File: config.mk
export PLATFORM = sky130hd
export DESIGN_NAME = regfile_access_ctrl
export DESIGN_NICKNAME = d
export VERILOG_FILES = /design/src/rtl/regfile_pkg.sv /design/src/rtl/regfile_access_ctrl.sv
export SDC_FILE = /design/constraint.sdc
export NUM_CORES = 1
export LEC_CHECK = 0
export ABC_AREA = 1
export CORE_ASPECT_RATIO = 0.6
export CORE_MARGIN = 3
export CORE_UTILIZATION = 38
export CTS_BUF_LIST = sky130_fd_sc_hd__clkbuf_8 sky130_fd_sc_hd__clkbuf_16
export CTS_CLUSTER_DIAMETER = 40
export DETAILED_ROUTE_END_ITERATION = 12
export PLACE_DENSITY = 0.83
export SYNTH_ARGS = -nofsm -noshare
export SYNTH_HDL_FRONTEND = slang
export SYNTH_SLANG_ARGS = --single-unit
export TNS_END_PERCENT = 50
File: constraint.sdc
create_clock -name clk -period 1.45 [get_ports clk]
set_input_delay 0.145 -clock clk [delete_from_list [all_inputs] [get_ports clk]]
set_output_delay 0.145 -clock clk [all_outputs]
set_load 0.05 [all_outputs]
File: src/rtl/regfile_pkg.sv
// regfile_pkg: shared constants and types for the register-file access controller.
//   DEF_DATA_W / DEF_ADDR_W : default data and index widths
//   state_t                 : controller FSM states
//   RF_WRITE / RF_READ      : encoding of the register-file ReadEnable line
package regfile_pkg;
   localparam int DEF_DATA_W = 32;
   localparam int DEF_ADDR_W = 5;
   typedef enum logic [2:0] {IDLE, WRITE, READ, CAPTURE, RESP} state_t;
   localparam logic RF_WRITE = 1'b0;
   localparam logic RF_READ  = 1'b1;
endpackage

File: src/rtl/regfile_access_ctrl.sv
// regfile_access_ctrl: sequences client write / dual-read requests onto the register-file port.
//   clk, rst_n                : clock, synchronous active-low reset
//   req_*_i / req_ready_o     : request channel (write or dual read)
//   rsp_*                     : read response channel with held data
//   rf_*_o / rf_out1/2_i      : register-file port (ReadEnable, in, RegisterNum1/2, out1/2)
// Optional macro REGFILE_ZERO_REG_EN: register 0 reads as zero and writes to it are dropped.
module regfile_access_ctrl
   import regfile_pkg::*;
#(
   parameter int DATA_W = DEF_DATA_W,
   parameter int ADDR_W = DEF_ADDR_W
) (
   input  logic              clk,
   input  logic              rst_n,
   input  logic              req_valid_i,
   output logic              req_ready_o,
   input  logic              req_write_i,
   input  logic [ADDR_W-1:0] req_addr1_i,
   input  logic [ADDR_W-1:0] req_addr2_i,
   input  logic [DATA_W-1:0] req_wdata_i,
   output logic              rsp_valid_o,
   input  logic              rsp_ready_i,
   output logic [DATA_W-1:0] rsp_data1_o,
   output logic [DATA_W-1:0] rsp_data2_o,
   output logic              rf_read_enable_o,
   output logic [DATA_W-1:0] rf_in_o,
   output logic [ADDR_W-1:0] rf_reg_num1_o,
   output logic [ADDR_W-1:0] rf_reg_num2_o,
   input  logic [DATA_W-1:0] rf_out1_i,
   input  logic [DATA_W-1:0] rf_out2_i
);
   state_t              state_q;
   logic                rsp_valid_q;
   logic [DATA_W-1:0]   rsp_data1_q, rsp_data2_q, rf_in_q;
   logic [ADDR_W-1:0]   rf_reg_num1_q, rf_reg_num2_q;

   always_ff @(posedge clk) begin
      if (!rst_n) begin
         state_q       <= IDLE;
         rsp_valid_q   <= 1'b0;
         rsp_data1_q   <= '0;
         rsp_data2_q   <= '0;
         rf_in_q       <= '0;
         rf_reg_num1_q <= '0;
         rf_reg_num2_q <= '0;
      end else begin
         case (state_q)
            IDLE: if (req_valid_i) begin
               rf_reg_num1_q <= req_addr1_i;
               rf_reg_num2_q <= req_addr2_i;
               rf_in_q       <= req_wdata_i;
`ifdef REGFILE_ZERO_REG_EN
               state_q <= !req_write_i ? READ : (req_addr1_i == '0) ? IDLE : WRITE;
`else
               state_q <= req_write_i ? WRITE : READ;
`endif
            end
            WRITE:   state_q <= IDLE;
            READ:    state_q <= CAPTURE;
            CAPTURE: begin
`ifdef REGFILE_ZERO_REG_EN
               rsp_data1_q <= (rf_reg_num1_q == '0) ? '0 : rf_out1_i;
               rsp_data2_q <= (rf_reg_num2_q == '0) ? '0 : rf_out2_i;
`else
               rsp_data1_q <= rf_out1_i;
               rsp_data2_q <= rf_out2_i;
`endif
               rsp_valid_q <= 1'b1;
               state_q     <= RESP;
            end
            RESP: if (rsp_ready_i) begin
               rsp_valid_q <= 1'b0;
               state_q     <= IDLE;
            end
            default: state_q <= IDLE;
         endcase
      end
   end

   // Reset gates the write strobe combinationally so a reset during WRITE never commits.
   assign rf_read_enable_o = (state_q == WRITE && rst_n) ? RF_WRITE : RF_READ;
   assign req_ready_o      = (state_q == IDLE);
   assign rsp_valid_o      = rsp_valid_q;
   assign rsp_data1_o      = rsp_data1_q;
   assign rsp_data2_o      = rsp_data2_q;
   assign rf_in_o          = rf_in_q;
   assign rf_reg_num1_o    = rf_reg_num1_q;
   assign rf_reg_num2_o    = rf_reg_num2_q;
endmodule
# ---- Word level (Yosys, flattened, before mapping)
# Cells that the tools add are included.
dict set report totals {
  reg_bits 110
  latchBits 0
  ram_bits 0
  mem_bits_ro 0
  in_bits 111
  word_cells 26
  n_memories 0
}
dict set report op_classes {
  addsub 0
  mul 0
  div 0
  order_cmp 0
  eq_ne 6
  n_shift 0
  muxes 7
  n_bitwise 0
  reduce_logical 6
}
# op n
set op_table {}
lappend op_table {{$pmux W3 S4} 1}
lappend op_table {{$eq A3 B2 Y1 const B} 2}
lappend op_table {{$mux W3} 2}
lappend op_table {{$reduce_and A2 Y1} 3}
lappend op_table {{$ne A2 B2 Y1 const B} 2}
lappend op_table {{$eq A3 B1 Y1 const B} 1}
lappend op_table {{$eq A3 B3 Y1 const B} 1}
lappend op_table {{$logic_not A3 Y1} 1}
lappend op_table {{$mux W1} 2}
lappend op_table {{$mux W2} 1}
lappend op_table {{$pmux W1 S2} 1}
lappend op_table {{$reduce_bool A2 Y1} 1}
lappend op_table {{$logic_and A1 B1 Y1} 1}

# ---- Logic depth before layout (Yosys ltp)
# Gate-level depths: netlist of the first run.
dict set report depth {
  depth_word 3
  mapped_depth 7
  ltp_nobuf 6
}

# ---- Least setup slack after synthesis of the first run
# OpenSTA, ideal clock, no wires.
dict set report synth_path {
  path_type {in2out}
  from {input rst_n}
  to {output rf_read_enable_o}
  t_arrival_ns 1.033
  required_ns 1.305
  path_slack_ns 0.272
  path_stages 3
  cell_sequence {buf_2 > buf_1 > nand4_1}
}
dict set report synth_between {
  elab_chain_cells 2
}
# element line_no
set synth_lines {}
lappend synth_lines {{from (decl)} regfile_access_ctrl.sv:14} ;# input logic rst_n,
lappend synth_lines {{$logic_and A1 B1 Y1} regfile_access_ctrl.sv:81} ;# assign rf_read_enable_o = (state_q == WRITE && rst_n) ? RF_WRITE : RF_READ;
lappend synth_lines {{$mux W1} regfile_access_ctrl.sv:81}
lappend synth_lines {{to (decl)} regfile_access_ctrl.sv:25} ;# output logic rf_read_enable_o,
# Every way passes these cells.

# ---- Worst setup path in the final report of the first run
dict set report layout_path {
  from {register state_q[0]}
  to {output req_ready_o}
}
dict set report layout_between {
  elab_chain_cells 1
}
# element line_no
set layout_lines {}
lappend layout_lines {{from (decl)} regfile_access_ctrl.sv:32} ;# state_t state_q;
lappend layout_lines {{from (signal assigned)} regfile_access_ctrl.sv:55} ;# state_q <= req_write_i ? WRITE : READ;
lappend layout_lines {{$logic_not A3 Y1} regfile_access_ctrl.sv:82} ;# assign req_ready_o = (state_q == IDLE);
lappend layout_lines {{to (decl)} regfile_access_ctrl.sv:16} ;# output logic req_ready_o,
# Every way passes these cells.

==> metrics.md, run 1 <==
| Metric | Value |
|---|---|
| Top cells by count, synth | `nor2_1 (216), dfxtp_1 (110), o21ai_0 (59), o21ai_1 (47), buf_4 (11)` |
| Sequential fraction of the synthesis area | `57.6%` |
| Antenna violations before repair | `0` |
| Maximum vdd ir drop | `0.000665 V` |
| Clk slew on worst S/H paths | `70 ps` |
| Via count | `3858` |
| Clk buf depth | `2` |
| Row cnt | `27` |
| Clock power share | `34.9%` |
| Routed WL | `11400 um` |
| Total CTS buffers | `9` |
| Clk Latency, worst-skew pair | `330 ps` |
| Pwr/cell area | `1190 mW/mm^2` |
| Drt pass-1 iters | `4` |
| Ratio of cells with drive above 1 in the final layout | `20.0%` |
| Most common flop cell mapped by yosys | `dfxtp_1` |
| Initial Utilization | `40.3%` |
| Post-CTS Setup Bufs | `0` |
| Max-slew violations | `0` |
| Final Setup Violations | `0` |
| Period utilization | `91.8%` |
| Mapped Avg Cell Area | `7.87 um^2` |
| Cell with the most instances after synthesis | `nor2_1` |
| Combinational family with the most area after synthesis | `simple AND/OR/NAND/NOR gates` |
| Post-route minimum period | `1330 ps` |
| Post-synthesis simple-gate area fraction | `22.8%` |
| Post-DRT Antenna Nets | `0` |
| Ports | `220` |
| Ys async rst share | `0%` |
| Cell Area, Synth | `0.00382 mm^2` |
| Yosys top cell area share | `57.6%` |
| Largest net degree at the start of global routing | `67` |
| RD Place Congestion | `0.808` |
| Global-route wire length before repair | `18200 um` |
| Rel. slew slack | `69.6%` |
| Netlist cell types | `19` |
| P_sw | `2.03 mW` |
| Layout area overhead | `61.5%` |
| Global route total overflow | `0` |
| Mux cell area share after synthesis | `0%` |
| DRC violations left | `0` |
| Worst path max stage delay | `350 ps` |
| Detailed Route Iter0 Violations | `143` |
| Die width | `136 um` |
| Sw Ratio | `27.6%` |
| Cells after DPL | `811` |
| Fin nets | `803` |
| Min-delay worst type | `input pin to flip-flop` |
| EDFF count, synth | `0` |
| Clock Skew | `5.50 ps` |
| Layout Cells excl Fill | `825` |
| Seq pwr share | `44.3%` |
| Largest area contributor in the netlist | `dfxtp_1` |
| CTS tree | `built` |
| Ys Warns | `0` |
| Pint | `5.33 mW` |
| Worst Path Required | `1310 ps` |
| Post_cts resized | `0` |
| Top cells by area, synth | `dfxtp_1 (58%), nor2_1 (21%), o21ai_0 (7.7%)` |
| Number of global-route vias before repair | `3695` |
| Final hold violations | `0` |
| Worst setup EP type | `primary output` |
| Core ar. | `0.00949 mm^2` |
| Total leakage power | `2.62 nW` |
| Slew @ Worst Pin | `456 ps` |
| WP data arrival | `1190 ps` |
| WS Path Type | `flip-flop to primary output` |
| Mapped Cells | `486` |
| Compound-Gate Fraction of Synth Area | `14.3%` |
| RSZ-0062 raised after global routing | `false` |
| Max-cap violations | `0` |
| Via density | `4.68` |
| Die Area | `0.0113 mm^2` |
| Fmax achieved | `751 MHz` |
| CP max-delay cell | `dfxtp_1` |
| Adder-Cell Fraction of Synth Area | `0%` |
| Max H-tree Level | `3` |
| Hold Slack | `293 ps` |
| Port bufs | `219` |
| Synthesized flop and latch total | `110` |
| Final Total Pwr | `7.36 mW` |
| # hold bufs at CTS | `0` |
| Antenna Diode Count | `0` |
| HPWL after DPL | `8550 um` |
| Logic pwr share | `20.8%` |
| CTS Sinks | `110` |
| Crit start category | `flip-flop` |
| Syn Nets | `597` |
| Chip height | `83.7 um` |
| Total track usage | `19.6%` |
| Status | `complete, no violations` |
| Xor-xnor portion of the synthesized cell area | `0%` |
| Worst-path cell chain | `nor2_2 -> nand2_1 -> inv_1 -> buf_12` |
| Routed len/inst | `13.8 um` |
| Worst-path maximum fanout | `4` |
| Clock root cell | `clkbuf_16` |
## logic make-up (layout without fill, tap and decap cells)
logic type | count (synthesis) | after routing
compound gates | 109 | 109
buf+inv | 40 | 249
flops | 110 | 110
simple gates | 227 | 227
## flip-flops by register name, summed over array words and instances (netlist names)
name,cells
rf_in_o,32
rsp_data1_o,32
rsp_data2_o,32
rf_reg_num1_o,5
rf_reg_num2_o,5
state_q,3
rsp_valid_o,1
## per-layer routing
metal	track usage [%]	up-vias	wire length (um)
met5	0	-	0
met4	4.94	0	158
met3	6.08	12	903
met2	33.1	146	5380
met1	24.4	1743	4940
li1	-	1957	-
## final cells by class
class	count	area [um^2]
fillers	803	3320
multi-input cells	336	1420
clock inverters	4	72.6
well taps	130	163
flip-flops and latches	110	2200
clock buffers	10	239
inverters	7	26.3
repair buffers	228	2060
## path summary, 6_finish.rpt
check	startpoint	to	slack, ps	depth (start not counted)
hold / removal	rst_n	rsp_data1_o[29]	290	3
setup / recovery	state_q[0]	req_ready_o	120	4
setup reg to reg	state_q[1]	rsp_data1_o[23]	140	5
hold reg to reg	rsp_data2_o[11]	rsp_data2_o[11]	480	2
## layout by cell type (no fill, tap or decap)
cell             instances
buf_12                   6
inv_1                    4
clkbuf_8                 1
o21ai_0                 59
dfxtp_1                110
nor2_2                   1
clkbuf_16                9
buf_4                  112
nand2_2                  1
nand4_1                  1
a21oi_1                  3
nor2_1                 216
bufinv_16                2
clkinv_2                 1
clkinvlp_4               1
inv_2                    3
nand2_1                  4
nand3_1                  2
nand3b_1                 1
clkdlybuf4s50_1        109
buf_2                    1
nand3_2                  1
o21ai_1                 47
## worst max-delay path: cells and delay by family (launching register included)
family | cells | cell delay (ps)
buffers and inverters | 2 | 260
AND/OR/NAND/NOR | 2 | 240
flip-flops | 1 | 350
## metrics by stage
| stage | utilization (%) | setup TNS (ps) | area, um^2 | setup slack [ps] |
|---|---|---|---|---|
| 6_report | 65.1 | 0 | 6180 | 119 |
| 5_1_grt | 65.1 | 0 | 6180 | 9.14 |
| 4_1_cts | 65.1 | 0 | 6180 | 100 |
| 3_5_place_dp | 61.8 | -12.6 | 5870 | -12.6 |
| 3_3_place_gp | 61.8 | 0 | 5870 | 55.3 |
| 2_1_floorplan | - | 0 | 3820 | 272 |
## power by group through the flow
stage / logic (mW) / registers [mW] / clock network [mW]
after floorplan: 0.366 / 3.84 / 0
after global placement: 1.51 / 3.32 / 0
after detailed placement: 1.53 / 3.33 / 0
after CTS: 1.54 / 3.27 / 2.63
after global routing: 1.63 / 3.28 / 2.76
final: 1.53 / 3.26 / 2.57
(Power assumes the default switching activity.)
==> inputs of run 2 (changes only) <==
--- a/config.mk
+++ b/config.mk
@@ -6,13 +6,14 @@
 export NUM_CORES = 1
 export LEC_CHECK = 0
 export ABC_AREA = 1
+export CAP_MARGIN = 20
 export CORE_ASPECT_RATIO = 0.6
 export CORE_MARGIN = 3
-export CORE_UTILIZATION = 38
-export CTS_BUF_LIST = sky130_fd_sc_hd__clkbuf_8 sky130_fd_sc_hd__clkbuf_16
+export CORE_UTILIZATION = 39
+export CTS_BUF_LIST = sky130_fd_sc_hd__clkbuf_8
 export CTS_CLUSTER_DIAMETER = 40
 export DETAILED_ROUTE_END_ITERATION = 12
-export PLACE_DENSITY = 0.83
+export PLACE_DENSITY = 0.85
 export SYNTH_ARGS = -nofsm -noshare
 export SYNTH_HDL_FRONTEND = slang
 export SYNTH_SLANG_ARGS = --single-unit
==> constraint.sdc (replaced) <==
create_clock -name clk -period 1.45 [get_ports clk]
set_input_delay 0.2175 -clock clk [delete_from_list [all_inputs] [get_ports clk]]
set_output_delay 0.2175 -clock clk [all_outputs]
set_load 0.05 [all_outputs]
==> run 2 against run 1 <==
  * Setup slack got worse by 23 ps
  * Clock power is 10% lower
  * Via count increased by 0.62%
  * Combinational power is 6% higher
  * Core utilization up 4.1 points
  * Die area shrank 2.4%
  * Clock skew increased by 1.6 ps
  * Final cell count did not move
  * Critical path depth fell by 1
  * Final area up 4.7%
  * Hold slack better by 25 ps
  * Wire length rose by 2.4%
  * Largest power group unchanged
==> metrics.md, run 2 (synthesis gave the netlist of run 1 again) <==
| Metric | Value |
|---|---|
| Largest net degree at the start of global routing | `67 (unchanged)` |
| Max-cap violations | `0 (unchanged)` |
| Clk buf depth | `2 (unchanged)` |
| Post-CTS Setup Bufs | `0 (unchanged)` |
| HPWL after DPL | `8860 um (was 8550 um)` |
| Layout Utilization | `69.1% (was 65.1%)` |
| Post-route minimum period | `1350 ps (was 1330 ps)` |
| Fmax achieved | `738 MHz (was 751 MHz)` |
| Worst setup EP type | `primary output (unchanged)` |
| Antenna Diode Count | `0 (unchanged)` |
| Chip height | `82.7 um (was 83.7 um)` |
| Total leakage power | `2.68 nW (was 2.62 nW)` |
| Global route total overflow | `0 (unchanged)` |
| Max-slew violations | `0 (unchanged)` |
| Layout area overhead | `69.2% (was 61.5%)` |
| Ratio of cells with drive above 1 in the final layout | `20.6% (was 20.0%)` |
| DRC violations left | `0 (unchanged)` |
| CTS tree | `built (unchanged)` |
| Clock root cell | `clkbuf_8 (was clkbuf_16)` |
| Global-route wire length before repair | `17600 um (was 18200 um)` |
| Max H-tree Level | `3 (unchanged)` |
| Core ar. | `0.00936 mm^2 (was 0.00949 mm^2)` |
| Via density | `4.71 (was 4.68)` |
| Most frequent cells in the layout | `nor2_1 (216), clkdlybuf4s50_1 (109), dfxtp_1 (107) (was nor2_1 (216), buf_4 (112), dfxtp_1 (110))` |
| Drt pass-1 iters | `4 (unchanged)` |
| Total track usage | `20.0% (was 19.6%)` |
| Via count | `3882 (was 3858)` |
| Rel. slew slack | `72.4% (was 69.6%)` |
| Row cnt | `27 (unchanged)` |
| Detailed Route Iter0 Violations | `147 (was 143)` |
| Routed len/inst | `14.1 um (was 13.8 um)` |
| Worst setup margin | `95.4 ps (was 119 ps)` |
| Total CTS buffers | `9 (unchanged)` |
| Setup_tns | `0 ps (unchanged)` |
| # hold bufs at CTS | `0 (unchanged)` |
| Pwr/cell area | `1110 mW/mm^2 (was 1190 mW/mm^2)` |
| RSZ-0062 raised after global routing | `false (unchanged)` |
| Worst Path Required | `1230 ps (was 1310 ps)` |
| CTS Sinks | `110 (unchanged)` |
| Number of global-route vias before repair | `3626 (was 3695)` |
| Initial Utilization | `40.9% (was 40.3%)` |
| Status | `complete, no violations (unchanged)` |
| WS Path Type | `flip-flop to primary output (unchanged)` |
| Routed WL | `11700 um (was 11400 um)` |
| Fin nets | `803 (unchanged)` |
| Clock Skew | `7.09 ps (was 5.50 ps)` |
| Worst-path maximum fanout | `6 (was 4)` |
| Maximum vdd ir drop | `0.000616 V (was 0.000665 V)` |
| Clk slew on worst S/H paths | `100 ps (was 70 ps)` |
| Most common cell after layout, fill and taps aside | `nor2_1 (unchanged)` |
| Final hold violations | `0 (unchanged)` |
| Period utilization | `93.4% (was 91.8%)` |
| Min-delay worst type | `input pin to flip-flop (unchanged)` |
| Die width | `134 um (was 136 um)` |
| Crit start category | `flip-flop (unchanged)` |
| Worst slack, placed | `-29.6 ps (was -12.6 ps)` |
| Antenna violations before repair | `0 (unchanged)` |
| Final Setup Violations | `0 (unchanged)` |
| Clk Latency, worst-skew pair | `350 ps (was 330 ps)` |
| Post-DRT Antenna Nets | `0 (unchanged)` |
| Slew @ Worst Pin | `414 ps (was 456 ps)` |
| Die Area | `0.0111 mm^2 (was 0.0113 mm^2)` |
| RD Place Congestion | `0.792 (was 0.808)` |
| Port bufs | `219 (unchanged)` |
| Ports | `220 (unchanged)` |
| WP data arrival | `1140 ps (was 1190 ps)` |
==> run 2: worst max-delay path: stages, from the launching register on <==
cell and delay, ps:
dfxtp_2 360, inv_1 100, nand4_1 110, buf_4 210
==> run 2: layer usage <==
| metal | wire (um) | GRT usage (%) | vias to the layer above |
|---|---|---|---|
| met5 | 0 | 0 | - |
| met4 | 129 | 5.24 | 0 |
| met3 | 882 | 7.08 | 14 |
| met2 | 5730 | 35.1 | 137 |
| met1 | 4920 | 23.7 | 1774 |
| li1 | - | - | 1957 |
==> run 2: path summary, 6_finish.rpt <==
kind                   start                to  slack (ps)  cells past startpoint
max reg2reg       state_q[2]    rsp_data2_o[0]         200                      6
max               state_q[1]  rf_read_enable_o         100                      3
min                    rst_n   rsp_data1_o[17]         320                      3
min reg2reg  rsp_data1_o[22]   rsp_data1_o[22]         490                      2
==> run 2: what timing repair did <==
action / 4_1_cts / 5_1_grt
gates resized for setup: 1 / 4
endpoints found under the hold margin: 0 / 0
setup endpoints to repair: 1 / 1
pin swaps: 0 / 0
cloned: 0 / 0
==> run 2: per-stage QoR <==
step	std cells	power, mW	cell area, um^2	hold WS, ps
final	825	7.21	6470	318
after global routing	825	7.50	6470	318
after CTS	825	7.28	6460	297
after detailed placement	811	4.97	6200	473
after global placement	811	4.93	6200	465
after floorplan	486	4.20	3820	312
==> run 2: area by class of cell <==
type / count / area (um^2)
timing repair buffer: 228 / 2390
tap: 130 / 163
multi-input combinational: 336 / 1420
inverter: 7 / 26.3
sequential: 110 / 2210
clock inverter: 4 / 120
clock buffer: 10 / 138
fill: 717 / 2890
==> run 2: power breakdown <==
part           internal, mW  switching (mW)  leakage [nW]
Sequential             3.17           0.104         0.900
Combinational         0.698           0.921          1.65
Clock                  1.35           0.959         0.128
==> RTL change 1 (settings of run 1) <==
The package constant `DEF_ADDR_W` goes from 5 to 3.
--- a/src/rtl/regfile_pkg.sv
+++ b/src/rtl/regfile_pkg.sv
@@ -6,3 +6,3 @@
    localparam int DEF_DATA_W = 32;
-   localparam int DEF_ADDR_W = 5;
+   localparam int DEF_ADDR_W = 3;
    typedef enum logic [2:0] {IDLE, WRITE, READ, CAPTURE, RESP} state_t;
Interface: changed (resized req_addr1_i, req_addr2_i, rf_reg_num1_o and rf_reg_num2_o); port bits go from 220 to 212. No check against the original RTL was run, so the function may have changed too.
==> RTL change 1 against run 1 <==
Sequential cell count decreased by 4; sequential share of layout area fell by 0.37 points; largest cell class unchanged; worst setup slack worse by 0.028 ns; routed wire length fell by 3.6%; design area is 2.5% lower; synthesized cell count decreased by 3.5%; area after synthesis down 1.9%; power fell by 2.1%.
==> RTL change 1: results (changes against run 1) <==
The run gives 804 (-2.5%) as the number of cells in the finished layout apart from fillers. The buffer share of cell area was 0.332 (-0.00119); the clock-cell share of area was 0.0544 (+0.00400). Relative contribution of sequential cells to total power: 0.435 (-0.008).

The run finished with clean final reports. The wire length of the first global-routing pass is 17.7 mm (-2.6%). The worst supply voltage drop on vdd is 707 uV (+6.4%), and the layout filler cell count is 793 (-1.2%). The post-DP HPWL is 8.17 mm (-4.5%), and the global routing met2 resource utilization is 0.315 (-0.0163).

The number of DRC markers after the initial detailed-route iteration is 176 (+23%), and the sequential element share of the synthesized area is 0.566 (-0.0100). For the weighted congestion at the end of routability-driven global placement, the log shows 0.800 (-0.95%). The post-placement setup slack came out at -0.0609 ns (-0.0483 ns). Final clock skew: 0.00522 ns (-0.000279 ns). The average cell area after synthesis is 8.00 um2 (+1.6%), and the power share of the combinational group is 0.200 (-0.008). The leakage component of the power is 0.00255 uW (-2.8%). The post-placement cell area was 5690 um2 (-3.0%); the cell depth of the worst flop-to-flop path was 6 (+1). The fraction of area in registers works out to 0.353 (-0.00370).

The tools report the via count of the first global-routing pass as 3579 (-3.1%). The net total in the final layout was 776 (-3.4%); the number of buffers outside the clock class in the layout was 221 (-3.1%). The run gives 3750 um2 (-1.9%) as the netlist area before placement.

In this run the critical register-to-register path is launched from state_q[2]. For the synthesized net count, the log shows 576 (-3.5%). The tools report the worst hold path endpoint as rf_in_o[0]. The run gives 0.200 ns (-0.0925 ns) as the worst hold slack.
RTL change 1: changes by cell type after synthesis, moves of 2 or more:
cell / run 1 / this run
buf_6: 0 / 11
buf_4: 11 / 2
nor2_1: 216 / 208
dfxtp_1: 110 / 106
o21ai_1: 47 / 43
clkbuf_2: 2 / 0
RTL change 1: cell families (layout without fill, tap and decap cells):
logic type      Yosys count  after routing  synth area share
simple gates            219            219             0.228
flops                   106            106             0.566
compound gates          105            105             0.140
buf+inv                  39            244            0.0664
RTL change 1: worst max-delay path, cell delays in order (launching register included):
cell     delay (ns)
dfxtp_1        0.32
buf_4          0.15
nor2_4         0.11
nand2_1        0.06
inv_1          0.10
buf_12         0.14
RTL change 1: how the worst max path moves through the flow:
| stage | from | endpoint |
|---|---|---|
| after floorplan | state_q[0] | rf_in_o[21] |
| after global placement | req_valid_i | rf_in_o[11] |
| final | state_q[2] | req_ready_o |
| after CTS | state_q[1] | rf_read_enable_o |
| after detailed placement | req_valid_i | rf_in_o[29] |
| after global routing | state_q[2] | req_ready_o |
==> RTL change 2 (flow settings as in run 1) <==
Made on the original files. Reset style: asynchronous (`rst_n`), changed in one clocked block. Comments in the files are not updated.
--- a/src/rtl/regfile_access_ctrl.sv
+++ b/src/rtl/regfile_access_ctrl.sv
@@ -36,3 +36,3 @@
 
-   always_ff @(posedge clk) begin
+   always_ff @(posedge clk or negedge rst_n) begin
       if (!rst_n) begin
Behaviour: differs if rst_n is asserted again (counterexample within 4 cycles, from zero or initial values and one cycle with rst_n low); with rst_n held inactive, the same outputs for 10 cycles.
==> RTL change 2 against run 1 <==
Synthesized cell count down 2.7%; routed wire length down 0.64%; critical path type unchanged; sequential cell count did not move; non-clock buffer count up 1; design area is 11% higher; worst setup slack worse by 0.077 ns; sequential share of layout area rose by 4.6 points; area after synthesis is 17% higher; maximum frequency down 5.5%.
Power is not compared: it rests on default switching activity, and its combinational part moved more than twofold at a synthesized area within 25%.
==> RTL change 2: results (changes against run 1) <==
The flow ran to the end, and the final reports show no timing, DRC or antenna violations. The run gives 0.574 (-0.122) as the worst relative slew slack. The global-route total usage across every layer is 0.173 (-0.0236), and the weighted congestion at the end of routability-driven global placement is 0.768 (-4.9%). The power attributed to the clock group was 2430 uW. The final clock skew is 0.00999 ns (+0.00449 ns). The level count of the clock H-tree was 3 (unchanged). For the wire length of the first global-routing pass, the log shows 18.6 mm (+2.2%). For the number of cells in the finished layout apart from fillers, the log shows 855 (+3.6%). The number of DRC markers after the initial detailed-route iteration came out at 154 (+7.7%).

The count of different cell masters after synthesis is 16 (-3), and the post-placement setup slack is 0.0975 ns (+0.110 ns). The worst hold path terminates at rsp_data1_o[20]. Endpoint of the lowest-slack register-to-register path: rf_in_o[6]. The average cell area after synthesis is 9.49 um2 (+21%), and the number of search-and-repair iterations in the first detailed-routing pass is 6 (+2).

Post-DP HPWL: 8.77 mm (+2.5%). The switching share of power was 0.513. The fraction of final layout cells sized beyond drive strength 1 works out to 0.235 (+0.0345). For the largest net degree at the start of global routing, the log shows 84 (+25%). The relative contribution of sequential cells to total power was 0.294. Multiplexer share of the synthesized area: 0 (unchanged).

The tools report the startpoint of the most critical hold path as rf_out1_i[20]. The number of max-capacitance violations reported was 0 (unchanged). The largest individual stage delay along the critical path comes from the cell dfrtp_1. The fraction of registers with async set/reset was 1.00 (+1.00); the count of instances resized after the clock tree is built was 1 (+1).

The delay contributed by the slowest stage of the critical path was 0.47 ns (+0.12 ns). Post-placement cell area: 6520 um2 (+11%). The arrival time reported for the critical path endpoint was 1.26 ns (+0.07 ns); the synthesized net count was 584 (-2.2%).

The tree is rooted in a clkbuf_16. The largest fanout on the critical path is 6 (+2), and the number of warnings reported in the yosys synthesis log is 0 (unchanged). By area the synthesized netlist is led by dfrtp_1 (61%), inv_1 (9.2%), nand2_1 (9.2%). The worst hold slack is 0.351 ns (+0.0582 ns).

The compound-cell area share of the yosys netlist works out to 0.140 (-0.00263). For the worst setup slack for register-to-register paths, the log shows 0.11 ns (-0.03 ns). The total via count in the routed design is 3634 (-5.8%), and the number of enable flip-flop cells after synthesis is 0 (unchanged). The logs give 0.613 (+0.0378) for the sequential element share of the synthesized area and 11.3 mm (-0.64%) for the final routed wirelength across all metal layers. Clock period minus final worst setup slack: 1.41 ns (+0.0768 ns). The worst-skew pair later-pin latency came out at 0.34 ns. The count of placed standard cells including taps is 838 (+3.3%). The commonest cells after synthesis are dfrtp_1 (110), inv_1 (110), nand2_1 (110), o21ai_0 (48), o21ai_1 (36). The post-synthesis adder-cell area fraction is 0 (unchanged). The critical path starts at state_q[1]. The count of hold-fix buffers inserted at cts was 1 (+1); the net total in the final layout was 801 (-0.25%). The layout filler cell count was 986 (+23%).
==> RTL change 2: cell types whose count changed after synthesis, sizes merged, moves of 2 or more <==
cell,before,now
nand3,3,6
inv,7,111
buf,21,18
nor2,217,4
a21oi,3,0
dfxtp,110,0
dfrtp,0,110
o211ai,0,2
nand2,5,110
clkbuf,12,5
==> RTL change 2: cell families after synthesis <==
family	Yosys count
and+or+nand+nor	121
buffers and inverters	134
AOI/OAI and AO/OA	108
DFF	110
==> RTL change 2: area by class of cell <==
cell class	instances	area [um2]	share of cell area
flip-flops and latches	110	2750	0.403
repair buffers	229	2050	0.299
multi-input cells	229	1120	0.163
inverters	111	417	0.0609
clock buffers	12	267	0.0390
well taps	160	200	0.0293
clock inverters	4	37.5	0.00549
==> RTL change 2: routing by layer <==
layer	vias up	track usage	part of all wire
li1	1851	-	-
met1	1654	0.225	0.44
met2	123	0.285	0.48
met3	6	0.0564	0.074
met4	0	0.0360	0.0067
met5	-	0	0
